[src/rtl/simple_fsm_pkg.sv]
// Shared types and constants for the loop-buffer controller.
package simple_fsm_pkg;
    typedef enum logic [1:0] {
        IDLE    = 2'd0,
        CAPTURE = 2'd1,
        REPLAY  = 2'd2
    } state_t;

    localparam logic [6:0]  BRANCH_OPCODE = 7'b1100011;
    localparam logic [31:0] NOP           = 32'h00000013;
    localparam int          DEFAULT_DEPTH = 8;
endpackage

[src/rtl/simple_fsm_loop_buffer.sv]
// Loop body storage: one write port, one combinational read port, per-entry valid mask.
module simple_fsm_loop_buffer #(
    parameter int DEPTH = 8,
    parameter int XLEN  = 32,
    parameter int IW    = $clog2(DEPTH)
) (
    input  logic             clk,
    input  logic             reset,
    input  logic             clear,
    input  logic             wr_en,
    input  logic [IW-1:0]    wr_idx,
    input  logic [XLEN-1:0]  wr_data,
    input  logic [IW-1:0]    rd_idx,
    output logic [XLEN-1:0]  rd_data,
    output logic [DEPTH-1:0] valid
);
    logic [XLEN-1:0] mem [DEPTH];

    // Data is only read after every entry of the body is marked valid, so it needs no reset.
    always_ff @(posedge clk) begin
        if (wr_en) mem[wr_idx] <= wr_data;
    end

    always_ff @(posedge clk or negedge reset) begin
        if (!reset)     valid <= '0;
        else if (clear) valid <= '0;
        else if (wr_en) valid[wr_idx] <= 1'b1;
    end

    assign rd_data = mem[rd_idx];
endmodule

[src/rtl/simple_fsm.sv]
// Loop-buffer controller: detects a short backward branch, captures one iteration, replays it until mispredict.
module simple_fsm
    import simple_fsm_pkg::*;
#(
    parameter int DEPTH = DEFAULT_DEPTH,
    parameter int XLEN  = 32
) (
    input  logic            clk,
    input  logic            reset,
    input  logic [XLEN-1:0] curr_PC,
    input  logic [XLEN-1:0] instruction,
    input  logic [XLEN-1:0] immediate,
    input  logic            mispredict,
    output logic            block_signal,
    output logic            flush,
    output logic [XLEN-1:0] new_pc,
    output logic [XLEN-1:0] out_instruction
);
    localparam int IW = $clog2(DEPTH);

    state_t          state;
    logic [XLEN-1:0] loop_pc, target, branch_word;
    logic [IW:0]     len;
    logic [IW-1:0]   ptr;

    logic [XLEN-1:0]  len_full, offset, rd_data, replay_pc;
    logic [DEPTH-1:0] valid, wr_onehot, len_mask, valid_next;
    logic [IW-1:0]    wr_idx;
    logic             is_loop_branch, in_range, wr_en, clear, capture_done, ptr_last;

    assign len_full       = XLEN'(1) - immediate;
    assign is_loop_branch = (instruction[6:0] == BRANCH_OPCODE) && immediate[XLEN-1]
                            && (len_full >= XLEN'(2)) && (len_full <= XLEN'(DEPTH));

    assign offset    = curr_PC - target;
    assign in_range  = (curr_PC >= target) && (curr_PC <= loop_pc);
    assign wr_idx    = IW'(offset >> 2);
    assign wr_en     = (state == CAPTURE) && in_range;
    assign clear     = (state == IDLE) && is_loop_branch;
    assign wr_onehot = wr_en ? (DEPTH'(1) << wr_idx) : '0;

    always_comb begin
        len_mask = '0;
        for (int i = 0; i < DEPTH; i++) len_mask[i] = (i < int'(len));
    end

    // The branch itself is written on the completing cycle, so count this cycle's write as valid.
    assign valid_next   = valid | wr_onehot;
    assign capture_done = (curr_PC == loop_pc) && (instruction == branch_word)
                          && ((valid_next & len_mask) == len_mask);

    assign ptr_last  = ({1'b0, ptr} == (len - (IW+1)'(1)));
    assign replay_pc = target + XLEN'({ptr, 2'b00});

    simple_fsm_loop_buffer #(.DEPTH(DEPTH), .XLEN(XLEN), .IW(IW)) u_buf (
        .clk     (clk),
        .reset   (reset),
        .clear   (clear),
        .wr_en   (wr_en),
        .wr_idx  (wr_idx),
        .wr_data (instruction),
        .rd_idx  (ptr),
        .rd_data (rd_data),
        .valid   (valid)
    );

    always_ff @(posedge clk or negedge reset) begin
        if (!reset) begin
            state           <= IDLE;
            ptr             <= '0;
            len             <= '0;
            loop_pc         <= '0;
            target          <= '0;
            branch_word     <= '0;
            block_signal    <= 1'b0;
            flush           <= 1'b0;
            new_pc          <= '0;
            out_instruction <= '0;
        end else begin
            flush        <= 1'b0;
            block_signal <= 1'b0;
            case (state)
                IDLE: begin
                    out_instruction <= instruction;
                    new_pc          <= curr_PC;
                    if (is_loop_branch) begin
                        loop_pc     <= curr_PC;
                        target      <= curr_PC + (immediate << 2);
                        len         <= (IW+1)'(len_full);
                        branch_word <= instruction;
                        state       <= CAPTURE;
                    end
                end
                CAPTURE: begin
                    out_instruction <= instruction;
                    new_pc          <= curr_PC;
                    if (mispredict || !in_range) begin
                        state <= IDLE;
                    end else if (capture_done) begin
                        state <= REPLAY;
                        ptr   <= '0;
                    end
                end
                REPLAY: begin
                    if (mispredict) begin
                        flush           <= 1'b1;
                        new_pc          <= loop_pc + XLEN'(4);
                        out_instruction <= NOP;
                        state           <= IDLE;
                    end else begin
                        block_signal    <= 1'b1;
                        out_instruction <= rd_data;
                        new_pc          <= replay_pc;
                        ptr             <= ptr_last ? '0 : ptr + IW'(1);
                    end
                end
                default: state <= IDLE;
            endcase
        end
    end
endmodule

[config.mk]
export PLATFORM = sky130hd
export DESIGN_NAME = simple_fsm
export DESIGN_NICKNAME = d
export VERILOG_FILES = /design/src/rtl/simple_fsm_pkg.sv /design/src/rtl/simple_fsm_loop_buffer.sv /design/src/rtl/simple_fsm.sv
export SDC_FILE = /design/constraint.sdc
export NUM_CORES = 1
export LEC_CHECK = 0
export CORE_ASPECT_RATIO = 0.9
export CORE_UTILIZATION = 40
export DETAILED_ROUTE_END_ITERATION = 10
export SYNTH_ARGS = -nofsm -noshare
export SYNTH_HDL_FRONTEND = slang
export SYNTH_SLANG_ARGS = --single-unit
[constraint.sdc]
create_clock -name clk -period 6 [get_ports clk]
set_input_delay 0.9 -clock clk [delete_from_list [all_inputs] [get_ports clk]]
set_output_delay 0.9 -clock clk [all_outputs]
set_load 0.02 [all_outputs]
======== Word level (Yosys, flattened, before mapping) ========
Memory sizes are Yosys's and may differ from the RTL's.
Index checks and enable logic that the tools add are counted.
storage, ports and cells
  register bits after elaboration ......... 179
  RAM bits ................................ 256
  input bits .............................. 99
  output and inout bits ................... 66
  word-level logic and storage cells ...... 94
  memories ................................ 1
memories
  memory     depth  bits a word  rd ports  clocked after Yosys merged registers in  wr ports  RTL line                      source
  u_buf.mem  8      32           1         0                                        1         simple_fsm_loop_buffer.sv:17  logic [XLEN-1:0] mem [DEPTH];
cells by class
  add/sub/neg operators ................... 7
  order comparisons ....................... 14
  equal/unequal tests ..................... 13
  shifts and indexed selects .............. 1
  muxes and demuxes ....................... 25
  bitwise logic cells ..................... 3
  reduce and logical (&&, ||, !) cells .... 19
operator list
  operator                                                                      count
  32-bit one-hot mux with 2 select lines                                        2
  32-bit == test                                                                2
  32-bit 2-to-1 mux                                                             2
  32-bit by 3-bit adder with 32-bit output (second input constant)              1
  32-bit adder                                                                  1
  32-bit by 5-bit adder with 32-bit output                                      1
  32-bit by 2-bit >= comparator with 1-bit output (second input constant)       1
  32-bit >= comparator                                                          1
  32-bit <= comparator                                                          1
  32-bit by 4-bit <= comparator with 1-bit output (second input constant)       1
  1-bit by 32-bit subtractor with 32-bit output (first input constant)          1
  8-bit 2-to-1 mux                                                              3
  3-bit by 4-bit less-than comparator with 1-bit output (first input constant)  4
  8-bit OR                                                                      2
  3-bit 2-to-1 mux                                                              4
  2-bit != test (second input constant)                                         5
  1-bit logical AND                                                             9
  8-bit bitwise AND                                                             1
  8-bit == test                                                                 1
  1-bit by 4-bit less-than comparator with 1-bit output (first input constant)  2
  2-bit by 4-bit less-than comparator with 1-bit output (first input constant)  2
  2-bit 2-to-1 mux                                                              4
  1-bit by 3-bit left shift with 8-bit output (first input constant)            1
  7-bit == test (second input constant)                                         1
  21 further kinds                                                              29

======== Longest topological paths before layout ========
  word-level depth ........................ 11
  depth in mapped cells ................... 15
  depth with buffers taken out ............ 13

======== Modules after synthesis ========
A second synthesis with hierarchy kept.
unflattened totals
  cells, all modules ...................... 1907
  area, all modules ....................... 22506.6 um^2
modules (own cells, without submodules)
  module                  times used  cells an instance  area each (um^2)  seq. area each (um^2)
  simple_fsm              1           1495               12354.3           4229.1
  simple_fsm_loop_buffer  1           412                10152.2           7887.6

======== Worst setup path before layout ========
No wires, ideal clock.
  path type ............................... input to register
  start ................................... in curr_PC[1]
  end ..................................... reg ptr[2]
  setup time .............................. 164 ps
  arrival time ............................ 4621 ps
  data required time ...................... 5836 ps
  path slack .............................. 1215 ps
  stages on the path ...................... 10
  buffers on the path ..................... 0
  cells stage by stage .................... ha_1 > a21o_1 > a221o_1 > a211o_1 > a22oi_1 > nand3_1 > nor2_1 > o211ai_1 > o31ai_1 > a41oi_1
on the way
  word-level cells in the longest chain between the ends .. 10
  elaborated cells on any way between the ends .. 18
  those cells by class .................... add/sub (1); order compare (2); eq/ne (4); shift (1); mux (1); bitwise (2); reduce/logical (7)
ends and longest elaborated chain
  what                                                                 RTL line           source
  from (decl)                                                          simple_fsm.sv:10   input logic [XLEN-1:0] curr_PC,
  32-bit >= comparator / 32-bit <= comparator (equally long branches)  simple_fsm.sv:36   assign in_range = (curr_PC >= target) && (curr_PC <= loop_pc);
  1-bit logical AND                                                    simple_fsm.sv:36
  1-bit logical AND                                                    simple_fsm.sv:38   assign wr_en = (state == CAPTURE) && in_range;
  8-bit 2-to-1 mux                                                     simple_fsm.sv:40   assign wr_onehot = wr_en ? (DEPTH'(1) << wr_idx) : '0;
  8-bit OR                                                             simple_fsm.sv:48   assign valid_next = valid | wr_onehot;
  8-bit bitwise AND                                                    simple_fsm.sv:50   && ((valid_next & len_mask) == len_mask);
  8-bit == test                                                        simple_fsm.sv:50
  1-bit logical AND                                                    simple_fsm.sv:50
  2-bit != test (no source line)                                       n/a
  4-bit AND reduction (no source line) *                               n/a
  to (signal assigned)                                                 simple_fsm.sv:114  ptr <= ptr_last ? '0 : ptr + IW'(1);
  to (decl)                                                            simple_fsm.sv:24   logic [IW-1:0] ptr;
Mark *: on every way between the ends. The rest lies on a longest branch, timed or not.
A chain may end at the register's enable or synchronous reset.

======== Worst setup path after layout ========
  start ................................... in immediate[1]
  end ..................................... reg loop_pc[15]
on the way
  word-level cells in the longest chain between the ends .. 5
  elaborated cells on any way between the ends .. 6
  those cells by class .................... add/sub (1); order compare (2); reduce/logical (3)
ends and longest elaborated chain
  what                                             RTL line          source
  from (decl)                                      simple_fsm.sv:12  input logic [XLEN-1:0] immediate,
  1-bit by 32-bit subtractor with 32-bit output *  simple_fsm.sv:31  assign len_full = XLEN'(1) - immediate;
  32-bit by 2-bit >= comparator with 1-bit output  simple_fsm.sv:33  && (len_full >= XLEN'(2)) && (len_full <= XLEN'(DEPTH));
  1-bit logical AND                                simple_fsm.sv:33
  1-bit logical AND *                              simple_fsm.sv:33
  2-bit AND reduction (no source line) *           n/a
  to (signal assigned)                             simple_fsm.sv:87  loop_pc <= curr_PC;
  to (decl)                                        simple_fsm.sv:22  logic [XLEN-1:0] loop_pc, target, branch_word;
Marked as above.

==> results.cfg <==
[cells_and_area]
nets = 2124
finalInstanceArea_mm2 = 0.02646
multiInputGateArea_mm2 = 0.009463
seqCellArea_mm2 = 0.01213
finalNonFillerCells = 2667
fill_cells = 4753
fin_util_pct = 48.52
final_cell_mix = 256 x edfxtp_1, 172 x dfrtp_1, 162 x clkdlybuf4s50_1
layout-drive-gt1-share_pct = 13.31
syn_to_final_growth_pct = 19.32
layout_commonest_cell = edfxtp_1

[flow_run]
max-cap-violations = 0

[synth]
syn_avg_cell_area_um2 = 12.70
synth_area_mm2 = 0.02217
syn_nets = 1949
ys_seq_area_share_pct = 54.65
ys_async_sr_fraction_pct = 40.88
synth_cell_type_count = 68
yosysWarnings = 0
synthFlopType = edfxtp_1
synth-seq-cells = 433
synth_edf_count = 256
syn_inst = 1746

[placement]
placed_cell_area_mm2 = 0.02470
place.gp.congestion = 0.8831
dp.cells = 2575
dpl.hpwl_mm = 38.93
port_buffers = 164

[drt]
drc = 0
num_vias = 14770
drt_iter0_markers = 1161
via_per_inst = 5.537
first_pass_iters = 6
routed_wl_mm = 59.20
wl_met3_mm = 2.935
highest_layer = met5
final_antenna_net_count = 0
route.met2.wl_mm = 26.86
wire_per_inst_um = 22.20
wl_met1_mm = 27.91

[sta]
rsz0062_at_grt = false
worst_pin_slew_ns = 1.230
finalHoldViolations = 0
fin_setup_tns_ns = 0
fin_crit_ns = 4.789
finalSetupViolCount = 0
fmax_ghz = 0.2088
slew_headroom_pct = 17.25
drv_slew = 0
finalCritPeriodShare_pct = 79.82
clock-skew-final_ns = 0.02035

[cts]
clkLatencyLatePin_ns = 0.59
clk_pin_slew_ns = 0.05
root_buffer = clkbuf_16
cts_setup_buffers = 0
cts_sinks = 433
cts_tree = built
ctsResizeCount = 0
cts_buffers = 49
cts_max_level = 2
clockBufferDepth = 3
cts_hold_buf = 0

[worst_setup_path]
crit_fanout = 36
crit_type = in -> reg
reg2reg_depth = 14
startpoint = immediate[1]
cp-start-kind = primary input
cp.required_ns = 6.46
cp.arrival_ns = 5.25
reg2reg_slack_ns = 1.46
crit_path_end = loop_pc[15]
r2r_end = new_pc[26]
r2r_start = ptr[0]
crit_path_end_kind = flip-flop

[floorplan]
core_area_mm2 = 0.05452
num_rows = 81
io-pin-count = 165
start_util_pct = 40.67
dieHeight_um = 225.4
die_width_um = 250.2
die_area_mm2 = 0.05638

[global_routing]
grt_pass1_wl_mm = 90.51
grt-ovfl-total = 0
track_usage_pct = 21.15
grt_max_degree = 107
antenna_found_initial = 2
grt_pass1_vias = 14790

[min_path]
hold_class = in -> async

[pwr]
cellLeakagePower_uw = 0.009739
power_density_mw_per_mm2 = 264.3
peakVddDrop_uv = 207.6

[outcome]
outcome = complete, no violations
-- flip-flops by register name (all words and copies together), names as in the netlist --
| register | count |
|---|---|
| state | 2 |
| loop_pc | 32 |
| new_pc | 32 |
| flush | 1 |
| target | 30 |
| out_instruction | 32 |
| u_buf.mem | 256 |
| u_buf.valid | 8 |
| len | 4 |
| block_signal | 1 |
| ptr | 3 |
| branch_word | 32 |
-- stage by stage --
stage               total power (uW)  setup slack (ns)  hold WS, ns
detailed placement              3815            0.7322       0.4735
global placement                3805            0.7092       0.4699
floorplan                       3521             1.215       0.4545
finish                          6991             1.211       0.3839
global route                    7222             1.134       0.4668
CTS                             7057             1.344       0.4700
-- synthesized netlist by cell type (44+ instances only) --
cell | number | share of area, %
a21oi_1 | 141 | 3.2
nor2_1 | 97 | 1.6
xnor2_1 | 110 | 4.3
nor2b_1 | 48 | 1.4
mux2_4 | 61 | 4.1
ha_1 | 102 | 5.8
clkbuf_1 | 44 | 0.74
dfrtp_1 | 177 | 20
o21ai_0 | 74 | 1.7
nand2_1 | 86 | 1.5
mux4_2 | 64 | 6.5
edfxtp_1 | 256 | 35
inv_1 | 83 | 1.4
-- report_power, final --
group	leakage [uW]	switching (uW)	internal (uW)
clock	0.000852	1230	2000
combinational	0.00429	329	230
sequential	0.00460	15.7	3180
total	0.00974	1580	5410
-- layer usage --
layer,up-vias,GRT usage [%]
li1,6871,-
met1,7450,30.67
met2,353,33.01
met3,91,2.760
met4,2,6.511
met5,-,0
-- cell families (layout without fill, tap and decap cells) --
family                   after synthesis  count (layout)  synth area share [%]
AO/OA/AOI/OAI                        359             359                 9.571
buffers and inverters                152             367                 2.963
flip-flops                           433             433                 54.65
AND/OR/NAND/NOR                      404             404                 9.322
multiplexers                         165             165                 12.47
other                                  0               1                     0
adder cells (fa/ha/maj)              104             104                 5.936
XOR/XNOR                             129             129                 5.096
-- critical path: stages --
cell,delay [ns]
clkdlybuf4s50_1,0.53
inv_1,0.19
ha_1,0.29
or3b_2,0.54
nor3_1,0.16
a21oi_1,0.06
nor3_1,0.38
o2111a_1,0.27
o2111ai_1,0.11
or4_1,0.42
or4_4,0.73
buf_12,0.30
mux2_4,0.31
-- how the worst min path moves through the flow --
| stage | start | end | slack [ns] | cells past startpoint |
|---|---|---|---|---|
| after global routing | reset | new_pc[24] | 0.47 | 1 |
| after global placement | branch_word[0] | branch_word[0] | 0.47 | 1 |
| after detailed placement | branch_word[1] | branch_word[1] | 0.47 | 1 |
| after floorplan | target[29] | target[29] | 0.45 | 2 |
| final | reset | target[23] | 0.38 | 1 |
| after CTS | reset | target[20] | 0.47 | 1 |
-- cell type report --
type | count | share of cell area [%]
inverters | 83 | 1.178
flip-flops and latches | 433 | 45.84
clock inverters | 27 | 1.575
well taps | 705 | 3.334
clock buffers | 64 | 5.037
diodes | 1 | 0.009459
multi-input cells | 1161 | 35.77
repair buffers | 193 | 7.259
(Power assumes the default switching activity.)
